[src/rtl/cnt_run_ctrl.sv]
// rtl/cnt_run_ctrl.sv - run/pause/clear/direction controller for the seconds counter
// Optional tick limit with DONE state: define CNT_AUTOSTOP_EN.
module cnt_run_ctrl #(
    parameter int FREQUENCY   = 50 * 10**6,
    parameter int DEBOUNCE_MS = 20,
    parameter int MAX_TICKS   = 100
) (
    input  logic       clk,
    input  logic       n_rst,
    input  logic       btn_ss_n,
    input  logic       btn_clr_n,
    input  logic       btn_dir_n,
    input  logic       one_sec_flag,
    output logic       tick_en_out,
    output logic       clr_out,
    output logic       dir_out,
    output logic [1:0] state_out
);

    localparam int DEB_CYCLES = FREQUENCY / 1000 * DEBOUNCE_MS;
    localparam int CW         = $clog2(DEB_CYCLES);
    localparam logic [CW-1:0] DEB_LAST = CW'(DEB_CYCLES - 1);

    localparam int BTN_SS  = 0;
    localparam int BTN_CLR = 1;
    localparam int BTN_DIR = 2;

    typedef enum logic [1:0] {
        S_IDLE  = 2'b00,
        S_RUN   = 2'b01,
        S_PAUSE = 2'b10,
        S_DONE  = 2'b11
    } state_t;

    logic [2:0]    btn_raw;
    logic [2:0]    sync_a;
    logic [2:0]    sync_b;
    logic [2:0]    deb_lvl;
    logic [2:0]    press;
    logic [CW-1:0] deb_cnt [3];

    state_t state_q;
    state_t state_d;
    logic   tick_d;
    logic   last_tick;

    assign btn_raw = {btn_dir_n, btn_clr_n, btn_ss_n};

    // Buttons idle high; a press event is registered on the edge the debounced level falls.
    always_ff @(posedge clk or negedge n_rst) begin
        if (!n_rst) begin
            sync_a  <= '1;
            sync_b  <= '1;
            deb_lvl <= '1;
            press   <= '0;
            for (int i = 0; i < 3; i++) begin
                deb_cnt[i] <= '0;
            end
        end else begin
            sync_a <= btn_raw;
            sync_b <= sync_a;
            press  <= '0;
            for (int i = 0; i < 3; i++) begin
                if (sync_b[i] == deb_lvl[i]) begin
                    deb_cnt[i] <= '0;
                end else if (deb_cnt[i] == DEB_LAST) begin
                    deb_lvl[i] <= sync_b[i];
                    deb_cnt[i] <= '0;
                    press[i]   <= ~sync_b[i];
                end else begin
                    deb_cnt[i] <= deb_cnt[i] + 1'b1;
                end
            end
        end
    end

`ifdef CNT_AUTOSTOP_EN
    localparam int TW = $clog2(MAX_TICKS + 1);
    logic [TW-1:0] tick_cnt;

    // Counts on the same edge that registers tick_en_out so back-to-back strobes stay exact.
    always_ff @(posedge clk or negedge n_rst) begin
        if (!n_rst) begin
            tick_cnt <= '0;
        end else if (press[BTN_CLR]) begin
            tick_cnt <= '0;
        end else if (tick_d) begin
            tick_cnt <= tick_cnt + 1'b1;
        end
    end

    assign last_tick = (tick_cnt == TW'(MAX_TICKS - 1));
`else
    assign last_tick = 1'b0;
`endif

    always_comb begin
        state_d = state_q;
        tick_d  = 1'b0;

        if (one_sec_flag && (state_q == S_RUN) && !press[BTN_CLR]) begin
            tick_d = 1'b1;
        end

        // Clear wins over everything; reaching the tick limit wins over start/stop.
        if (press[BTN_CLR]) begin
            state_d = S_IDLE;
        end else if (tick_d && last_tick) begin
            state_d = S_DONE;
        end else if (press[BTN_SS]) begin
            case (state_q)
                S_IDLE:  state_d = S_RUN;
                S_RUN:   state_d = S_PAUSE;
                S_PAUSE: state_d = S_RUN;
                default: state_d = state_q;
            endcase
        end
    end

    always_ff @(posedge clk or negedge n_rst) begin
        if (!n_rst) begin
            state_q     <= S_IDLE;
            tick_en_out <= 1'b0;
            clr_out     <= 1'b0;
            dir_out     <= 1'b0;
        end else begin
            state_q     <= state_d;
            tick_en_out <= tick_d;
            clr_out     <= press[BTN_CLR];
            if (press[BTN_DIR]) begin
                dir_out <= ~dir_out;
            end
        end
    end

    assign state_out = state_q;

endmodule

[config.mk]
export PLATFORM = sky130hd
export DESIGN_NAME = cnt_run_ctrl
export DESIGN_NICKNAME = d
export VERILOG_FILES = /design/src/rtl/cnt_run_ctrl.sv
export SDC_FILE = /design/constraint.sdc
export NUM_CORES = 1
export LEC_CHECK = 0
export BUFFER_PORTS_ARGS = -buffer_cell sky130_fd_sc_hd__buf_2
export CAP_MARGIN = 20
export CELL_PAD_IN_SITES_DETAIL_PLACEMENT = 0
export CELL_PAD_IN_SITES_GLOBAL_PLACEMENT = 2
export CORE_MARGIN = 5
export CORE_UTILIZATION = 46
export CTS_BUF_LIST = sky130_fd_sc_hd__clkbuf_8
export CTS_CLUSTER_DIAMETER = 100
export CTS_CLUSTER_SIZE = 12
export DETAILED_ROUTE_END_ITERATION = 8
export MAX_ROUTING_LAYER = met4
export PLACE_DENSITY = 0.88
export SLEW_MARGIN = 20
export SYNTH_ARGS = -nofsm -noshare
export SYNTH_HDL_FRONTEND = slang
export SYNTH_SLANG_ARGS = --single-unit
[constraint.sdc]
create_clock -name clk -period 3.5 [get_ports clk]
set_input_delay 0.525 -clock clk [delete_from_list [all_inputs] [get_ports clk]]
set_output_delay 0.525 -clock clk [all_outputs]
set_load 0.05 [all_outputs]
Word-level counts from Yosys, hierarchy flattened
Cells that the tools add are included.

cells by class
  $add $sub $neg = 3
  reduce and logical (&&, ||, !) cells = 11
  equality and inequality tests = 8
  mux-type cells = 16
  bitwise gates (word level) = 7

operators by type and width
  operator                                       number
  two-way mux 20 bit                             6
  adder 20 x 1 -> 20 bit, second input constant  3
  == test 20 bit, second input constant          3
  AND reduction 2 bit                            4
  two-way mux 1 bit                              7
  inverter 1 bit                                 7
  two-way mux 2 bit                              2
  one-hot mux 2 bit (2 select lines)             1
  == test 1 bit                                  3
  nonzero test 3 bit                             1
  == test 2 x 1 -> 1 bit, second input constant  1
  == test 2 bit, second input constant           1
  logical AND 1 bit                              2
  logical NOT 2 bit                              1
  nonzero test 2 bit                             1
  OR reduction 2 bit                             1
  logical NOT 1 bit                              1

storage, ports and cells
  output and inout port bits = 5
  flip-flop bits (word level) = 77
  bits of input ports = 6
  word-level logic and storage cells = 58

Logic depth before layout (Yosys ltp)
  word-level depth = 5
  mapped depth = 6
  mapped depth without buffers = 5

Worst setup path after synthesis
Ideal clock, no wire load.

  path kind = register to register
  start = reg deb_cnt[20] (netlist name)
  end = reg deb_cnt[38] (netlist name)
  buffers on the path = 1
  setup slack = 1.524 ns
  arrival = 1.899 ns
  cell stages (with the launch flop) = 7
  setup time = 0.077 ns
  period minus slack after synthesis = 1.976 ns
  required time = 3.423 ns
  cells stage by stage = dfrtp_1 -> ha_1 -> nand2_1 -> or4_1 -> clkbuf_2 -> or4_1 -> a21oi_1

on the way
  cells in the longest elaborated chain, start to end = 3
  elaborated cells between the ends (all ways) = 4
  those cells by class = add/sub: 1; eq/ne: 1; mux: 2

RTL lines
  element                                                          RTL line  RTL
  start: declaration                                               40        logic [CW-1:0] deb_cnt [3];
  start signal: indexed assignment                                 71        deb_cnt[i] <= deb_cnt[i] + 1'b1;
  adder 20 x 1 -> 20 bit / == test 20 bit (equally long branches)  71, 66
  two-way mux 20 bit (*)                                           66        end else if (deb_cnt[i] == DEB_LAST) begin
  two-way mux 20 bit (*)                                           64        if (sync_b[i] == deb_lvl[i]) begin

Every way passes the cells marked *; elsewhere a longest branch is shown, timed or not.
A chain may end at the register's enable or synchronous reset.

Worst setup path after layout
Same ends and word-level chain as after synthesis.

==> summary.md <==
| Metric | Value |
|---|---|
| Worst slack at placement | 1.372 ns |
| Slew @ Worst Pin | 0.9462 ns |
| Synth unique cells | 38 |
| Crit Path Class | reg2reg |
| CTS sink cnt | 77 |
| Port Buffer Count | 10 |
| Cts repair resizes | 0 |
| Total wire length | 6372 um |
| Synthesized Nets | 365 |
| Die span in x | 98.42 um |
| EDFF count, synth | 0 |
| Starting Density | 46.78% |
| Worst-skew pair later-pin latency | 0.34 ns |
| Most used DFF post-synth | dfrtp_1 |
| Worst slew margin | 36.92% |
| H-tree lvl count | 3 |
| DPL Wire Length | 4257 um |
| Flip-flop and latch area | 1938 sq um |
| Register area share after synthesis | 53.90% |
| First-pass GRT wire length | 12,010 um |
| Remaining DRCs | 0 |
| Fraction of registers with async set/reset | 100.0% |
| GRT Util Overall | 15.42% |
| Drt first pass iters | 4 |
| Period utilization | 60.68% |
| Pwr dens | 419.5 nW/um^2 |
| Largest net degree at the start of global routing | 78 |
| Global route overflow | 0 |
| Syn Std Cell Area | 3596 sq um |
| Yosys warnings | 0 |
| Placement row count | 32 |
| Yosys reg bits | 77 |
| Vert. Die Dim | 98.42 um |
| Crit path time final | 2.124 ns |
| Multi-input logic area | 1577 sq um |
| Final nets | 377 |
| Max Fclk | 470.8 MHz |
| Via count | 2,547 |
| Max-slew violations | 0 |
| Fin. Hold Viols | 0 |
| Worst Clk Skew | 0.01049 ns |
| I/O Pins | 11 |
| Placer congestion estimate | 0.7224 |
| Setup TNS | 0 ns |
| Longest Clk Path Bufs | 2 |
| TritonCTS buffer count | 9 |
| Mapped Avg Cell Area | 10.10 sq um |
| Status | complete, no violations |
| Post-DRT Antenna Nets | 0 |
| Initial antenna violation count | 0 |
| CTS Hold Buffers Added | 0 |
| CP endpoint kind | flop |
| Finish-stage setup viols | 0 |
| Syn Inst Count | 356 |
| Vias in the first global route | 2,661 |
| Synth-to-Final Area Change | 10.37% |
| Worst-path clk slew | 0.08 ns |
| Core area | 7687 sq um |
| Layout cell share with drive strength beyond 1 | 13.94% |
| Initial DRC count | 69 |
| Crit Path Max Fanout | 8 |
| Final Hold Slack | 0.2772 ns |
| Max Cap Viol | 0 |
| RSZ-0062 raised after global routing | no |
| Clock root cell | clkbuf_8 |
| N_diodes | 0 |
| Fillcell total | 744 |
| Via density | 5.362 |
| Final worst slack | 1.376 ns |
| Setup crit start kind | flop |
| Setup bufs post-CTS | 0 |
| CTS tree | done |
| Maximum VDD drop | 210.2 uV |
| Leak | 1.586 nW |
| Post-DR wirelength/cell | 13.41 um |
| Crit path DAT | 2.40 ns |
| Die ar. | 9686 sq um |
| WP data required | 3.77 ns |
| Worst min path class | in2reg |
==> worst max-delay path, stage by stage, from the launching register on <==
cell	delay (ns)
dfrtp_1	0.39
ha_1	0.24
nand2_1	0.11
or4_1	0.65
or4_1	0.50
a21oi_1	0.16
==> area by class of cell <==
| cell class | instances | share of cell area [%] |
|---|---|---|
| sequential | 77 | 48.83 |
| timing repair buffer | 13 | 1.892 |
| multi-input combinational | 256 | 39.72 |
| tap | 102 | 3.216 |
| clock inverter | 4 | 1.135 |
| inverter | 11 | 1.040 |
| clock buffer | 12 | 4.161 |
==> cells in the final DEF, fill, tap and decap left out, drive strengths merged, types with 12 or more instances in the layout <==
master / n
nor4: 12
or3: 12
xor2: 16
buf: 13
nand3: 27
nand2: 22
nor2: 45
o31ai: 13
a21oi: 21
dfrtp: 68
nor3: 12
xnor2: 22
clkbuf: 12
==> metrics by stage <==
| stage | power [mW] | util (%) | instance area [sq um] | cells |
|---|---|---|---|---|
| finish | 1.665 | 51.63 | 3969 | 475 |
| global route | 1.750 | 51.63 | 3969 | 475 |
| CTS | 1.692 | 51.63 | 3969 | 475 |
| detailed placement | 0.9863 | 48.89 | 3759 | 459 |
| global placement | 0.9858 | 48.89 | 3759 | 459 |
| floorplan | 0.9564 | - | 3596 | 356 |
==> metal layers <==
metal  vias up  part of all wire, %  track usage, %
li1       1282                    -               -
met1      1221                   49           19.66
met2        35                   45           23.87
met3         9                  4.4           4.529
met4         0                 0.96           4.727
met5         -                    0               -
==> report_power, final <==
part	internal (mW)	leakage (nW)	switching (mW)
sequential	0.904	1.04	0.0113
clock	0.384	0.112	0.314
combinational	0.0148	0.438	0.0365
==> state kept, by name (all words and copies together), names as in the netlist <==
register / count
press: 3
dir_out: 1
state_out: 2
tick_en_out: 1
clr_out: 1
deb_cnt: 60
sync_b: 3
sync_a: 3
deb_lvl: 3
==> cell usage after synthesis, types with 2 or more instances <==
cell type	instances	area (sq um)
dfrtp_1	68	1702
nor2_1	45	168.9
nand3_1	26	130.1
nand2_1	22	82.58
xnor2_1	22	192.7
a21oi_1	20	100.1
xor2_1	16	140.1
o31ai_1	13	97.59
nor3_1	12	60.06
nor4_1	12	75.07
inv_1	11	41.29
or4_1	11	82.58
or3_1	10	62.56
dfstp_2	9	236.5
o21ai_0	9	45.04
and3_1	6	37.54
clkbuf_1	6	22.52
nand4_1	6	37.54
nand2b_1	4	25.02
buf_2	3	15.01
ha_1	3	37.54
mux2_2	3	33.78
clkbuf_2	2	10.01
nor4bb_1	2	20.02
or3_2	2	15.01
==> worst paths after layout <==
path	startpoint	end	slack [ns]	cells after the start
worst min register to register	sync_a[2]$_DFF_PN1_	sync_b[2]$_DFF_PN1_	0.36	0
min in group asynchronous	n_rst	deb_cnt[36]$_DFF_PN0_	0.32	1
worst min-delay path	btn_ss_n	sync_a[0]$_DFF_PN1_	0.28	1
worst max register to register	deb_cnt[20]$_DFF_PN0_	deb_cnt[38]$_DFF_PN0_	1.38	5
worst max-delay path	deb_cnt[20]$_DFF_PN0_	deb_cnt[38]$_DFF_PN0_	1.38	5
max in group asynchronous	n_rst	deb_cnt[55]$_DFF_PN0_	2.57	1
==> cell families after synthesis <==
family | share of synthesized area, %
buffers and inverters | 2.679
multiplexers | 0.9394
adder cells (fa/ha/maj) | 1.044
AND/OR/NAND/NOR | 25.19
AO/OA/AOI/OAI | 6.994
flip-flops | 53.90
XOR/XNOR | 9.255
Power figures use the tool's default switching activity.
